--- src/rtl/seq_pkg.sv ---
// Shared definitions for the soft-processor sequencer and ALU: opcode and
// funct encodings, FSM state encoding, instruction classes and fault codes.
package seq_pkg;

  // Opcodes (instr[31:26])
  localparam logic [5:0] OP_RTYPE = 6'b000000;
  localparam logic [5:0] OP_LW    = 6'b100011;
  localparam logic [5:0] OP_SW    = 6'b101011;
  localparam logic [5:0] OP_BEQ   = 6'b000100;

  // R-type function codes (instr[5:0])
  localparam logic [5:0] F_ADD = 6'b100000;
  localparam logic [5:0] F_SUB = 6'b100010;
  localparam logic [5:0] F_AND = 6'b100100;
  localparam logic [5:0] F_OR  = 6'b100101;
  localparam logic [5:0] F_SRL = 6'b000010;
  localparam logic [5:0] F_SLL = 6'b000000;

  // Sequencer state encoding
  localparam logic [2:0] S_FETCH  = 3'd0;
  localparam logic [2:0] S_DECODE = 3'd1;
  localparam logic [2:0] S_EXEC   = 3'd2;
  localparam logic [2:0] S_MEM    = 3'd3;
  localparam logic [2:0] S_WB     = 3'd4;
  localparam logic [2:0] S_HALT   = 3'd5;

  typedef enum logic [2:0] {
    FETCH  = S_FETCH,
    DECODE = S_DECODE,
    EXEC   = S_EXEC,
    MEM    = S_MEM,
    WB     = S_WB,
    HALT   = S_HALT
  } state_e;

  // Instruction classes produced by the decoder
  typedef enum logic [1:0] {
    CLS_RTYPE = 2'd0,
    CLS_LW    = 2'd1,
    CLS_SW    = 2'd2,
    CLS_BEQ   = 2'd3
  } instr_class_e;

  // Fault codes
  localparam logic [1:0] FAULT_NONE    = 2'b00;
  localparam logic [1:0] FAULT_ILLEGAL = 2'b01;
  localparam logic [1:0] FAULT_TIMEOUT = 2'b10;

  // True for the R-type function codes the ALU implements
  function automatic logic funct_is_legal(input logic [5:0] f);
    logic ok;
    ok = 1'b0;
    case (f)
      F_ADD, F_SUB, F_AND, F_OR, F_SRL, F_SLL: ok = 1'b1;
      default:                                 ok = 1'b0;
    endcase
    return ok;
  endfunction

endpackage

--- src/rtl/instr_decoder.sv ---
// Purely combinational instruction decoder: splits the instruction register
// into ALU / register-file fields, sign-extends the immediate, classifies the
// instruction and flags anything the sequencer cannot execute.
import seq_pkg::*;

module instr_decoder (
  input  logic [31:0]  ir,
  output logic [5:0]   opcode,
  output logic [4:0]   rs,
  output logic [4:0]   rt,
  output logic [4:0]   rd,
  output logic [4:0]   shamt,
  output logic [5:0]   funct,
  output logic [31:0]  imm,
  output instr_class_e iclass,
  output logic         legal
);

  assign opcode = ir[31:26];
  assign rs     = ir[25:21];
  assign rt     = ir[20:16];
  assign rd     = ir[15:11];
  assign shamt  = ir[10:6];
  assign funct  = ir[5:0];
  assign imm    = {{16{ir[15]}}, ir[15:0]};

  // Classify the opcode and decide legality
  always_comb begin
    iclass = CLS_RTYPE;
    legal  = 1'b0;
    case (ir[31:26])
      OP_RTYPE: begin
        iclass = CLS_RTYPE;
        legal  = funct_is_legal(ir[5:0]);
      end
      OP_LW: begin
        iclass = CLS_LW;
        legal  = 1'b1;
      end
      OP_SW: begin
        iclass = CLS_SW;
        legal  = 1'b1;
      end
      OP_BEQ: begin
        iclass = CLS_BEQ;
        legal  = 1'b1;
      end
      default: begin
        iclass = CLS_RTYPE;
        legal  = 1'b0;
      end
    endcase
  end

endmodule

--- src/rtl/alu_sequencer.sv ---
// Multicycle control FSM for the soft processor: fetch, decode, execute,
// memory access and writeback, plus PC update and handshake timeouts.
// All strobes are registered and derived from the next state, so a strobe
// is high exactly while the FSM sits in the state that owns it.
// Optional build macro SEQ_PERF_COUNTERS_EN adds saturating cycle and
// retired-instruction counters on extra output ports.
import seq_pkg::*;

module alu_sequencer #(
  parameter logic [31:0] RESET_PC    = 32'h0000_0000,
  parameter int unsigned MEM_TIMEOUT = 255
) (
  input  logic        clk,
  input  logic        rst,
  output logic        imem_req,
  input  logic        imem_ready,
  input  logic [31:0] instr,
  output logic [31:0] pc,
  output logic [5:0]  alu_opcode,
  output logic [4:0]  alu_shamt,
  output logic [5:0]  alu_funct,
  input  logic        alu_zero,
  output logic [4:0]  rs_addr,
  output logic [4:0]  rt_addr,
  output logic [4:0]  rd_addr,
  output logic [31:0] imm,
  output logic        alu_src,
  output logic        reg_we,
  output logic        wb_sel,
  output logic        dmem_re,
  output logic        dmem_we,
  input  logic        dmem_ready,
  output logic        halted,
`ifdef SEQ_PERF_COUNTERS_EN
  output logic [31:0] cycle_count,
  output logic [31:0] retired_count,
`endif
  output logic [1:0]  fault
);

  // Counter terminal value: the wait counter saturates one below the limit,
  // so the limit-th waiting cycle is the last one before a fault.
  localparam logic [7:0] TIMEOUT_LAST = 8'(MEM_TIMEOUT) - 8'd1;

  state_e       state_q, state_d;
  logic [31:0]  pc_q, pc_d;
  logic [31:0]  ir_q, ir_d;
  logic [7:0]   wait_q, wait_d;
  logic [1:0]   fault_q, fault_d;
  logic         imem_req_q, imem_req_d;
  logic         alu_src_q, alu_src_d;
  logic         reg_we_q, reg_we_d;
  logic         wb_sel_q, wb_sel_d;
  logic         dmem_re_q, dmem_re_d;
  logic         dmem_we_q, dmem_we_d;
  logic         halted_q, halted_d;

  instr_class_e iclass;
  logic         legal;
  logic [31:0]  pc_plus4;
  logic         imem_done;
  logic         dmem_done;

  instr_decoder u_dec (
    .ir     (ir_q),
    .opcode (alu_opcode),
    .rs     (rs_addr),
    .rt     (rt_addr),
    .rd     (rd_addr),
    .shamt  (alu_shamt),
    .funct  (alu_funct),
    .imm    (imm),
    .iclass (iclass),
    .legal  (legal)
  );

  assign pc_plus4  = pc_q + 32'd4;
  // A handshake only completes while our own request/strobe is up.
  assign imem_done = imem_req_q && imem_ready;
  assign dmem_done = (dmem_re_q || dmem_we_q) && dmem_ready;

  // Next-state, PC, IR, wait counter and fault computation
  always_comb begin
    state_d = state_q;
    pc_d    = pc_q;
    ir_d    = ir_q;
    wait_d  = wait_q;
    fault_d = fault_q;
    case (state_q)
      FETCH: begin
        if (imem_done) begin
          ir_d    = instr;
          state_d = DECODE;
        end else if (imem_req_q) begin
          if (wait_q == TIMEOUT_LAST) begin
            state_d = HALT;
            fault_d = FAULT_TIMEOUT;
          end else begin
            wait_d = wait_q + 8'd1;
          end
        end
      end
      DECODE: begin
        if (legal) begin
          state_d = EXEC;
        end else begin
          state_d = HALT;
          fault_d = FAULT_ILLEGAL;
        end
      end
      EXEC: begin
        wait_d = 8'd0;
        case (iclass)
          CLS_RTYPE: state_d = WB;
          CLS_LW,
          CLS_SW:    state_d = MEM;
          CLS_BEQ: begin
            pc_d    = alu_zero ? (pc_plus4 + (imm << 2)) : pc_plus4;
            state_d = FETCH;
          end
          default:   state_d = HALT;
        endcase
      end
      MEM: begin
        if (dmem_done) begin
          wait_d = 8'd0;
          if (iclass == CLS_LW) begin
            state_d = WB;
          end else begin
            pc_d    = pc_plus4;
            state_d = FETCH;
          end
        end else if (wait_q == TIMEOUT_LAST) begin
          state_d = HALT;
          fault_d = FAULT_TIMEOUT;
        end else begin
          wait_d = wait_q + 8'd1;
        end
      end
      WB: begin
        pc_d    = pc_plus4;
        wait_d  = 8'd0;
        state_d = FETCH;
      end
      HALT: begin
        state_d = HALT;
      end
      default: begin
        state_d = HALT;
      end
    endcase
  end

  // Registered strobes follow the state being entered
  always_comb begin
    imem_req_d = (state_d == FETCH);
    alu_src_d  = (state_d == EXEC) && ((iclass == CLS_LW) || (iclass == CLS_SW));
    reg_we_d   = (state_d == WB);
    wb_sel_d   = (state_d == WB) && (iclass == CLS_LW);
    dmem_re_d  = (state_d == MEM) && (iclass == CLS_LW);
    dmem_we_d  = (state_d == MEM) && (iclass == CLS_SW);
    halted_d   = (state_d == HALT);
  end

  // Sequencer state and output registers; reset overrides everything
  always_ff @(posedge clk) begin
    if (rst) begin
      state_q    <= FETCH;
      pc_q       <= RESET_PC;
      ir_q       <= 32'd0;
      wait_q     <= 8'd0;
      fault_q    <= FAULT_NONE;
      imem_req_q <= 1'b0;
      alu_src_q  <= 1'b0;
      reg_we_q   <= 1'b0;
      wb_sel_q   <= 1'b0;
      dmem_re_q  <= 1'b0;
      dmem_we_q  <= 1'b0;
      halted_q   <= 1'b0;
    end else begin
      state_q    <= state_d;
      pc_q       <= pc_d;
      ir_q       <= ir_d;
      wait_q     <= wait_d;
      fault_q    <= fault_d;
      imem_req_q <= imem_req_d;
      alu_src_q  <= alu_src_d;
      reg_we_q   <= reg_we_d;
      wb_sel_q   <= wb_sel_d;
      dmem_re_q  <= dmem_re_d;
      dmem_we_q  <= dmem_we_d;
      halted_q   <= halted_d;
    end
  end

  assign pc       = pc_q;
  assign imem_req = imem_req_q;
  assign alu_src  = alu_src_q;
  assign reg_we   = reg_we_q;
  assign wb_sel   = wb_sel_q;
  assign dmem_re  = dmem_re_q;
  assign dmem_we  = dmem_we_q;
  assign halted   = halted_q;
  assign fault    = fault_q;

`ifdef SEQ_PERF_COUNTERS_EN
  logic [31:0] cycle_count_q, cycle_count_d;
  logic [31:0] retired_count_q, retired_count_d;
  logic        retire;

  // Instruction completion points and saturating counter increments
  always_comb begin
    retire = (state_q == WB) ||
             ((state_q == EXEC) && (iclass == CLS_BEQ)) ||
             ((state_q == MEM) && (iclass == CLS_SW) && dmem_done);
    cycle_count_d   = cycle_count_q;
    retired_count_d = retired_count_q;
    if ((state_q != HALT) && (cycle_count_q != 32'hFFFF_FFFF)) begin
      cycle_count_d = cycle_count_q + 32'd1;
    end
    if (retire && (retired_count_q != 32'hFFFF_FFFF)) begin
      retired_count_d = retired_count_q + 32'd1;
    end
  end

  // Performance counter registers
  always_ff @(posedge clk) begin
    if (rst) begin
      cycle_count_q   <= 32'd0;
      retired_count_q <= 32'd0;
    end else begin
      cycle_count_q   <= cycle_count_d;
      retired_count_q <= retired_count_d;
    end
  end

  assign cycle_count   = cycle_count_q;
  assign retired_count = retired_count_q;
`endif

endmodule

--- config.mk ---
export PLATFORM = sky130hd
export DESIGN_NAME = alu_sequencer
export DESIGN_NICKNAME = d
export VERILOG_FILES = /design/src/rtl/seq_pkg.sv /design/src/rtl/instr_decoder.sv /design/src/rtl/alu_sequencer.sv
export SDC_FILE = /design/constraint.sdc
export NUM_CORES = 1
export LEC_CHECK = 0
export CORE_MARGIN = 2
export CORE_UTILIZATION = 25
export DETAILED_ROUTE_END_ITERATION = 10
export GPL_ROUTABILITY_DRIVEN = 0
export GPL_TIMING_DRIVEN = 0
export PLACE_DENSITY_LB_ADDON = 0.05
export RECOVER_POWER = 100
export SLEW_MARGIN = 25
export SYNTH_ARGS = -nofsm -noshare
export SYNTH_HDL_FRONTEND = slang
export SYNTH_SLANG_ARGS = --single-unit
--- constraint.sdc ---
create_clock -name clk -period 6.12 [get_ports clk]
set_clock_uncertainty 0.15 [all_clocks]
set_input_delay 1.836 -clock clk [delete_from_list [all_inputs] [get_ports clk]]
set_output_delay 1.836 -clock clk [all_outputs]
set_load 0.02 [all_outputs]
After elaboration in Yosys (flattened, before gate mapping). Cells that the tools add are included.

Logic and storage cells: 93. Output and inout bits: 105. Input port bits: 37. Flip-flop bits (word level): 84.

Add/sub/neg operators: 3. Multiplexer cells: 27. Eq/ne operators: 27. Reduce and logical (&&, ||, !) cells: 24.

Operators with widths (number): $mux W32 (4); $pmux W32 S3 (1); $eq A6 B6 Y1 const B (6); $add A32 B3 Y32 const B (1); $add A32 B32 Y32 (1); $mux W8 (4); $pmux W8 S3 (1); $mux W3 (6); $pmux W3 S5 (1); $ne A2 B2 Y1 const B (7); $eq A3 B2 Y1 const B (4); $logic_not A6 Y1 (2); $pmux W2 S3 (2); $mux W2 (5); $eq A3 B3 Y1 const B (3); $pmux W3 S3 (1); $reduce_bool A3 Y1 (3); $add A8 B1 Y8 const B (1); $eq A8 B8 Y1 const B (1); $eq A6 B2 Y1 const B (1); $eq A6 B3 Y1 const B (1); $logic_and A1 B1 Y1 (6); $logic_not A3 Y1 (2); $reduce_or A6 Y1 (1); other kinds (13) (16).

Depth between registers and ports, before layout.
Depth after elaboration: 8. Depth in mapped cells: 18. Gate-level depth less buffers: 16.

Hierarchy. A second synthesis with hierarchy kept.

Cells, all modules: 833. Area, all modules: 6351.1 µm².

By module, submodules not included: alu_sequencer (cells an instance 757, instances 1, seq. area each 1641.6 µm², area each 5773.0 µm²); instr_decoder (cells an instance 76, instances 1, seq. area each 0.0 µm², area each 578.1 µm²).

Worst setup path before layout. OpenSTA, ideal clock, no wires.

Kind: register -> register. From: register pc_q[11] (netlist: pc[11]). To: register pc_q[31] (netlist: pc[31]). Required time: 5.900 ns. Arrival: 3.764 ns. Clock period less this slack: 3.984 ns. Slack: 2.136 ns. Cell stages (with the launch flop): 17. Library setup time: 0.070 ns. Path buffers: 0. Cell sequence: dfxtp_1 and4_1 nand4_1 or2_2 nand2b_1 nor2_1 and3_1 xor2_1 ha_1 nand2_1 or3_1 o221ai_1 a31oi_1 xnor2_1 a211o_1 a21o_1 a21oi_1.

Word-level cells in the longest chain between the ends: 5. Elaborated cells between the ends (all ways): 7. Those cells by class: 2 x add/sub; 5 x mux.

RTL lines: start, declared (line alu_sequencer.sv:46) `logic [31:0] pc_q, pc_d;`; start signal, assigned (line alu_sequencer.sv:182) `pc_q <= pc_d;`; $add A32 B3 Y32 (*) (line alu_sequencer.sv:77) `assign pc_plus4 = pc_q + 32'd4;`; $add A32 B32 Y32 (line alu_sequencer.sv:118) `pc_d = alu_zero ? (pc_plus4 + (imm << 2)) : pc_plus4;`; $mux W32 (line alu_sequencer.sv:118); $mux W32 (line alu_sequencer.sv:113) `case (iclass)`; $pmux W32 S3 (*) (line alu_sequencer.sv:89) `case (state_q)`.

Every way passes the cells marked *; elsewhere a longest branch is shown, timed or not. The select of a mux whose other input is x is not followed. A chain may end at the register's enable or synchronous reset.

Worst setup path in the final report.
From: register pc_q[4] (netlist: pc[4]). To: register pc_q[31] (netlist: pc[31]).

Same word-level chain as after synthesis.

==> out/results.ini <==
[hold_path]
hold_depth=2
min_path_type=flip-flop to flip-flop
whs_endpoint=ir_q[18]$_SDFFE_PP0P_
worstHoldStart=ir_q[18]$_SDFFE_PP0P_

[pwr]
p_per_area_nw_per_um2=311
p_leak_nw=3.48
vdd_drop_max_mv=0.142
p_total_mw=2.51

[sta]
timing.fmax_ghz=0.196
tns_ps=0
setup_viol=0
min_period_ps=5090
max-slew-margin-rel_pct=38.2
tightestPinTransition_ps=927
hold_viol_final=0
rsz0062_at_grt=no
fin_crit_sh_pct=83.2
drv_slew=0

[floorplanning]
die_h_um=159
die_area_um2=25200
initial_utilization_pct=25.5
coreArea_um2=23500
die_w_um=159
std_cell_rows=56
ios=142

[worst_setup_path]
slowest_stage=nor3_1
critical_path_class=flip-flop to flip-flop
crit_fanout=10
regToRegSetupSlack_ps=1030
slowest_delay_ps=630
endpoint_kind=flip-flop
crit_chain=and4_1, and4_1, clkbuf_1, nand2_1, nor3_1, xor2_1, ha_1, clkbuf_1, nand4_1, or3_1, o221ai_1, a31oi_1, xnor2_1, a211o_1, a21o_1, a21oi_1
r2r_cells=16
r2r-end=pc[31]$_SDFFE_PP0P_
critPathLaunch=pc[4]$_SDFFE_PP0P_
cp.arrival_ps=5210
crit_required_ps=6240
reg2reg_from=pc[4]$_SDFFE_PP0P_
crit_path_start_kind=flip-flop

[routing]
drt_iter0_drc=320
vias=6211
avgRoutedWirePerCell_um=17.1
ant_nets=0
first_pass_iters=5
drt-vias-per-instance=4.82
drc=0
wirelength_um=22000

[clock_tree]
cts_buffers=9
cts.sink_count=82
clock_path_buffers=2
cts_max_level=3
cts_tree=yes
ctsRootBufferMaster=clkbuf_16
clkTransAtPathRegs_ps=60
ctsHoldBuffers=0
clkLatencyLatePin_ps=350
post-cts-setup-buffers=0
postCtsResizedCells=0

[synthesis]
synth.area.top_cells=dfxtp_1, ha_1, nand2_1
ys.warnings.count=0
synth_edf_count=0
synth.cell_area_um2=6000
synth.avg_cell_area_um2=7.39
synth_cells=812
synthArstFlopShare_pct=0
yosysMostFrequentCell=nand2_1
yosys-top-cells-count=nand2_1, a21oi_1, dfxtp_1
synth.largest_area_cell=dfxtp_1
synth_seq_cells=82
ys_types=62
yosysSeqAreaShare_pct=27.4
synth_top_cell_area_share_pct=27.4
dominantRegCellSynth=dfxtp_1

[finish]
fillCellCount=2605
layout-drive-gt1-share_pct=5.99
utilization_pct=34.3
fin_cells=1288
n_antenna_cell=0
area_growth_pct=34.8
nets=1045

[global_routing]
grt_use_total_pct=17.3
grt_pass1_wl_um=34700
grt_antenna_before_repair=0
grt_max_degree=22
grt_pass1_vias=5985
grt_overflow=0

[outcome]
status=finished, final reports clean

[placement]
dpl.hpwl_um=16900
port_buffers=139
placed_cells=1272

[run]
max_cap_violations=0

## worst max path at each step
stage | cells after the start | endpoint | slack [ps]
3_3_place_gp | 16 | pc[31]$_SDFFE_PP0P_ | 1240
5_1_grt | 16 | pc[31]$_SDFFE_PP0P_ | 710
4_1_cts | 16 | pc[31]$_SDFFE_PP0P_ | 1330
2_1_floorplan | 16 | pc[31]$_SDFFE_PP0P_ | 2140
3_5_place_dp | 16 | pc[31]$_SDFFE_PP0P_ | 1360
6_report | 16 | pc[31]$_SDFFE_PP0P_ | 1030
## power by group
part	leakage, nW	switching (mW)	total, mW	internal [mW]
Clock	0.153	0.235	0.592	0.357
Sequential	0.665	0.121	0.743	0.623
Combinational	2.66	0.715	1.18	0.464
Total	3.48	1.07	2.51	1.44
## placed cells by master, fill, tap and decap left out, types with 9 or more instances in the layout
master / count
dlygate4sd3_1: 99
dfxtp_1: 82
clkdlybuf4s50_1: 40
nor2_1: 59
a211oi_1: 14
a21o_1: 15
o21ai_0: 34
and3_1: 16
xor2_1: 14
inv_1: 22
clkbuf_16: 9
ha_1: 43
buf_4: 30
nor3_1: 26
clkbuf_1: 41
nand2_1: 137
a21oi_1: 91
nand3_1: 29
nand4_1: 14
xnor2_1: 38
a31oi_1: 14
## area by class of cell
class,count,area [um^2],area share [%]
buffer,73,403,4.98
clock buffer,11,233,2.88
clock inverter,5,78.8,0.975
inverter,22,82.6,1.02
multi-input combinational,636,3850,47.7
sequential,82,1640,20.3
tap,319,399,4.94
timing repair buffer,140,1400,17.3
## registers in the layout, summed over array words and instances, names as in the netlist
register and cells:
alu_src 1, dmem_re 1, dmem_we 1, fault 2, halted 1, imem_req 1, ir_q 32, pc 30
reg_we 1, state_q 3, wait_q 8, wb_sel 1
## worst max-delay path, delay by kind of cell (launching register included)
| family | cells | cell delay (ps) |
|---|---|---|
| AND/OR/NAND/NOR | 6 | 2080 |
| flip-flops | 1 | 480 |
| AO/OA/AOI/OAI | 5 | 960 |
| adder cells (fa/ha/maj) | 1 | 320 |
| buffers and inverters | 2 | 630 |
| XOR/XNOR | 2 | 390 |
## kinds of logic (layout without fill, tap and decap cells)
group	after synthesis	count (layout)	synth area share (%)
other	1	2	0.0625
adder cells (fa/ha/maj)	44	44	9.31
AO/OA/AOI/OAI	225	225	23.6
XOR/XNOR	52	52	7.59
flip-flops	82	82	27.4
buffers and inverters	95	251	8.12
AND/OR/NAND/NOR	312	312	23.7
multiplexers	1	1	0.188
## routing by layer
| layer | global-route usage [%] | up-vias | wire [um] |
|---|---|---|---|
| met5 | 0 | - | 0 |
| met4 | 3.84 | 0 | 210 |
| met3 | 4.05 | 16 | 1350 |
| met2 | 27.4 | 172 | 9870 |
| met1 | 23.7 | 2857 | 10600 |
| li1 | - | 3166 | - |
## stage by stage
stage                     setup slack, ps  hold WS, ps  instance area (um^2)
after floorplan                      2140          336                  6000
after global placement               1240          293                  7790
after detailed placement             1360          296                  7820
after CTS                            1330          305                  8130
after global routing                  710          318                  8090
final                                1030          300                  8090
(Power assumes the default switching activity.)
==> variant 1 (same flow settings) <==
Build with the macro `SEQ_PERF_COUNTERS_EN` defined.
--- a/src/rtl/alu_sequencer.sv
+++ b/src/rtl/alu_sequencer.sv
@@ -6,2 +6,4 @@
 // retired-instruction counters on extra output ports.
+`define SEQ_PERF_COUNTERS_EN
+
 import seq_pkg::*;
Formal check against the unedited RTL (old outputs only; new: cycle_count and retired_count): equivalent (Yosys induction, for registers that start in step).
==> variant 1 against the unedited design <==
Highest routed layer is now met5. Cell area increased by 49%. Total power is 33% higher. Sequential power rose by 52%. Non-clock buffer count rose by 75. Die area grew 47%. Sequential cell count is 64 higher. Synthesized area grew 48%. The run now ends with capacitance limit, slew limit left. Worst setup slack lost 11 ps. Combinational power is 9% lower. Clock power is 93% higher. Routed wire length increased by 42%.
==> variant 1: results <==
{
  "wl_per_cell_um": 17.0,
  "outcome": "finished, violations left",
  "yosys-top-cells-count": "nand2_1 (164), dfxtp_1 (146), nor2_1 (122)",
  "vias_per_cell": 4.74,
  "drt_iter0_drc": 336,
  "grt_pass1_wl_um": 48400,
  "drv_slew": 32,
  "dpl_worst_slack_ps": 1360,
  "grt_max_degree": 32,
  "power_mw": 3.34,
  "synth_top_cells_by_area": "dfxtp_1 (33%), nand2_1 (6.9%), ha_1 (6.3%)",
  "clkCellAreaFrac_pct": 5.19,
  "grtUsageTotal_pct": 17.2,
  "synth_fa_ha_area_share_pct": 6.56,
  "portBuffers": 202,
  "seq_cells": 146,
  "crit_family": "buffers and inverters",
  "crit_slowest_cell": "clkbuf_1",
  "synth_mux_area_share_pct": 0.690,
  "hpwlAfterDp_um": 23600,
  "insertion_delay_ps": 440,
  "seq_area_frac_synth_pct": 32.9,
  "failed_checks": "capacitance limit, slew limit",
  "sh_seq_area_pct": 24.2,
  "signal_buffers": 288,
  "dpl.cell_count": 1808,
  "slowest_delay_ps": 1200,
  "drive_above_1_share_pct": 5.66,
  "syn-instance-count": 1143,
  "nonClockInverterCount": 18,
  "max_cap_viol_count": 1,
  "diodes": 1,
  "synth_compound_area_share_pct": 17.6,
  "num-nets-final": 1449,
  "htreeDepth": 4,
  "grt_antenna_before_repair": 2
}
[variant 1: routing by layer]
layer  global-route usage [%]  routed length (um)
met5                        0                  16
met4                     4.40                 393
met2                     28.6               14700
met3                     4.13                1560
met1                     22.3               14700
[variant 1: final timing paths]
| kind | startpoint | end | slack [ps] | cells past startpoint |
|---|---|---|---|---|
| worst max register to register | pc[12]$_SDFFE_PP0P_ | pc[28]$_SDFFE_PP0P_ | 1020 | 16 |
| worst min-delay path | ir_q[22]$_SDFFE_PP0P_ | ir_q[22]$_SDFFE_PP0P_ | 300 | 2 |
| worst min register to register | ir_q[22]$_SDFFE_PP0P_ | ir_q[22]$_SDFFE_PP0P_ | 300 | 2 |
| worst max-delay path | ir_q[15]$_SDFFE_PP0P_ | imm[20] | 1020 | 3 |
[variant 1: cell families (layout without fill, tap and decap cells)]
family	count (synthesis)	after routing
compound gates	249	249
fa+ha+maj	46	46
simple gates	489	489
xor+xnor	103	103
flops	146	146
mux	6	6
buf+inv	103	338
other cells	1	3
==> variant 2 (config.mk and constraints unchanged) <==
Made on the original files. `ir_q` no longer has a reset.
--- a/src/rtl/alu_sequencer.sv
+++ b/src/rtl/alu_sequencer.sv
@@ -169,3 +169,2 @@
       pc_q       <= RESET_PC;
-      ir_q       <= 32'd0;
       wait_q     <= 8'd0;
@@ -182,3 +181,2 @@
       pc_q       <= pc_d;
-      ir_q       <= ir_d;
       wait_q     <= wait_d;
@@ -195,2 +193,6 @@
 
+  always_ff @(posedge clk) begin
+    ir_q <= ir_d;
+  end
+
   assign pc       = pc_q;
Formal check against the unedited RTL: differs if rst is asserted again (counterexample within 4 cycles, from zero or initial values and one cycle with rst high); with rst held inactive, the same outputs for 4 cycles.
==> variant 2 against the unedited design <==
Cell area rose by 0.97%. Routed wire length down 10%. Largest cell class unchanged. Sequential cell count unchanged. Highest routed layer unchanged. Critical endpoint unchanged. Core utilization increased by 0.33 points. Synthesized area increased by 0.17%. Fmax increased by 3.3%. Synthesized cell count shrank 12%. Worst setup slack improved by 160 ps. Die area increased by 0.16%.
Power is not compared: it rests on default switching activity, and its combinational part moved more than twofold at a synthesized area within 25%.
==> variant 2: results <==
{
  "wl_per_cell_um": 16.6,
  "drt_iter0_drc": 345,
  "drive_above_1_share_pct": 8.92,
  "outcome": "completed",
  "cellLeakagePower_nw": 3.33,
  "async_flop_share_pct": 0,
  "synth_top_cells_by_area": "dfxtp_1 (17%), edfxtp_1 (16%), ha_1 (9.0%)",
  "largest_register": "ir_q",
  "cts.clk_slew.worst_paths_ps": 70,
  "worstPathArrival_ps": 5030,
  "post-cts-setup-buffers": 0,
  "grtUsageTotal_pct": 15.5,
  "dr.pass1.iters": 6,
  "num_vias": 5834,
  "maxSlewHeadroom_pct": 10.2,
  "hp-class": "register to register",
  "portBuffers": 139,
  "crit_family": "simple AND/OR/NAND/NOR gates",
  "numCtsBuffers": 9,
  "grt_max_degree": 24,
  "grt_pass1_wl_um": 31900,
  "grt_pass1_vias": 5885,
  "ir_drop_mv": 0.109,
  "largest_reg_flops": 32,
  "cts_root_buf": "clkbuf_16",
  "grt_antenna_before_repair": 0,
  "num-nets-final": 950,
  "hpwlAfterDp_um": 15300,
  "intPower_mw": 1.16,
  "diodes": 0,
  "path_max_fanout": 8,
  "synth_edf_count": 32,
  "seq_area_frac_synth_pct": 32.7,
  "insertion_delay_ps": 340,
  "synth.distinct_cells": 73,
  "crit_slowest_cell": "o31ai_1",
  "place_area_um2": 7840,
  "clockBufferDepth": 2,
  "yosys-top-cells-count": "nand2_1 (76), a21oi_1 (66), dfxtp_1 (50)"
}
variant 2: cell types whose count changed after synthesis, sizes merged, moves of 5 or more:
cell    change
edfxtp     +32
clkbuf      -8
a21oi      -25
nor3        -8
a31oi       -5
inv         +5
nand4       +5
nand3       -5
dfxtp      -32
xnor2       -5
nand2      -61
nor2        -8
variant 2: worst reg2reg max path: stages (launching register included):
cell       delay [ps]
dfxtp_1           520
ha_1              260
nand3_1           200
or2_2             340
clkbuf_1          180
nor2_1            280
nand4_1           290
xnor2_1           220
ha_1              430
and2_0            190
a221o_2           200
a211oi_2           70
o31ai_1           620
a2111oi_4         120
nor3b_1           410
nor4b_1           100
a311oi_1          260
variant 2: routing by layer:
layer  part of all wire [%]  up-vias  wire length, um  GRT usage [%]
met5                      0        -                0              0
met4                    1.1        0              227           4.67
met3                    5.6       16             1110           2.71
met2                     46      181             9100           25.4
met1                     47     2757             9380           21.0
li1                       -     2880                -              -
variant 2: logic make-up after synthesis:
group | count (synthesis) | share of synthesized area [%]
AND/OR/NAND/NOR | 254 | 21.7
AO/OA/AOI/OAI | 191 | 20.7
buffers and inverters | 93 | 8.14
flip-flops | 82 | 32.7
XOR/XNOR | 49 | 7.14
adder cells (fa/ha/maj) | 44 | 9.29
multiplexers | 2 | 0.354
other | 1 | 0.0624
variant 2: final timing paths:
kind                            cells past startpoint  slack [ps]                  start               endpoint
worst max-delay path                               16        1190     pc[2]$_SDFFE_PP0P_    pc[31]$_SDFFE_PP0P_
worst min-delay path                                2         320  fault[0]$_SDFFE_PP0P_  fault[0]$_SDFFE_PP0P_
worst max register to register                     16        1190     pc[2]$_SDFFE_PP0P_    pc[31]$_SDFFE_PP0P_
worst min register to register                      2         320  fault[0]$_SDFFE_PP0P_  fault[0]$_SDFFE_PP0P_
variant 2: cell type report:
type	instances	area (um2)
buffer	66	388
clock buffer	13	303
clock inverter	3	47.5
fill	2504	15400
inverter	27	101
multi-input combinational	542	3550
sequential	82	1960
tap	319	399
timing repair buffer	141	1410
variant 2: through the flow:
step,instances,utilization [%],worst slack (ps)
after floorplan,717,-,1840
after global placement,1175,33.1,872
after detailed placement,1177,33.3,1300
after CTS,1193,34.8,1260
after global routing,1193,34.7,902
final,1193,34.7,1190
variant 2: power by group through the flow:
| stage | combinational (mW) | sequential, mW | clock (mW) |
|---|---|---|---|
| 3_3_place_gp | 0.415 | 0.649 | 0 |
| 2_1_floorplan | 0.226 | 0.669 | 0 |
| 5_1_grt | 0.443 | 0.639 | 0.670 |
| 3_5_place_dp | 0.425 | 0.646 | 0 |
| 6_report | 0.402 | 0.633 | 0.630 |
| 4_1_cts | 0.427 | 0.634 | 0.652 |
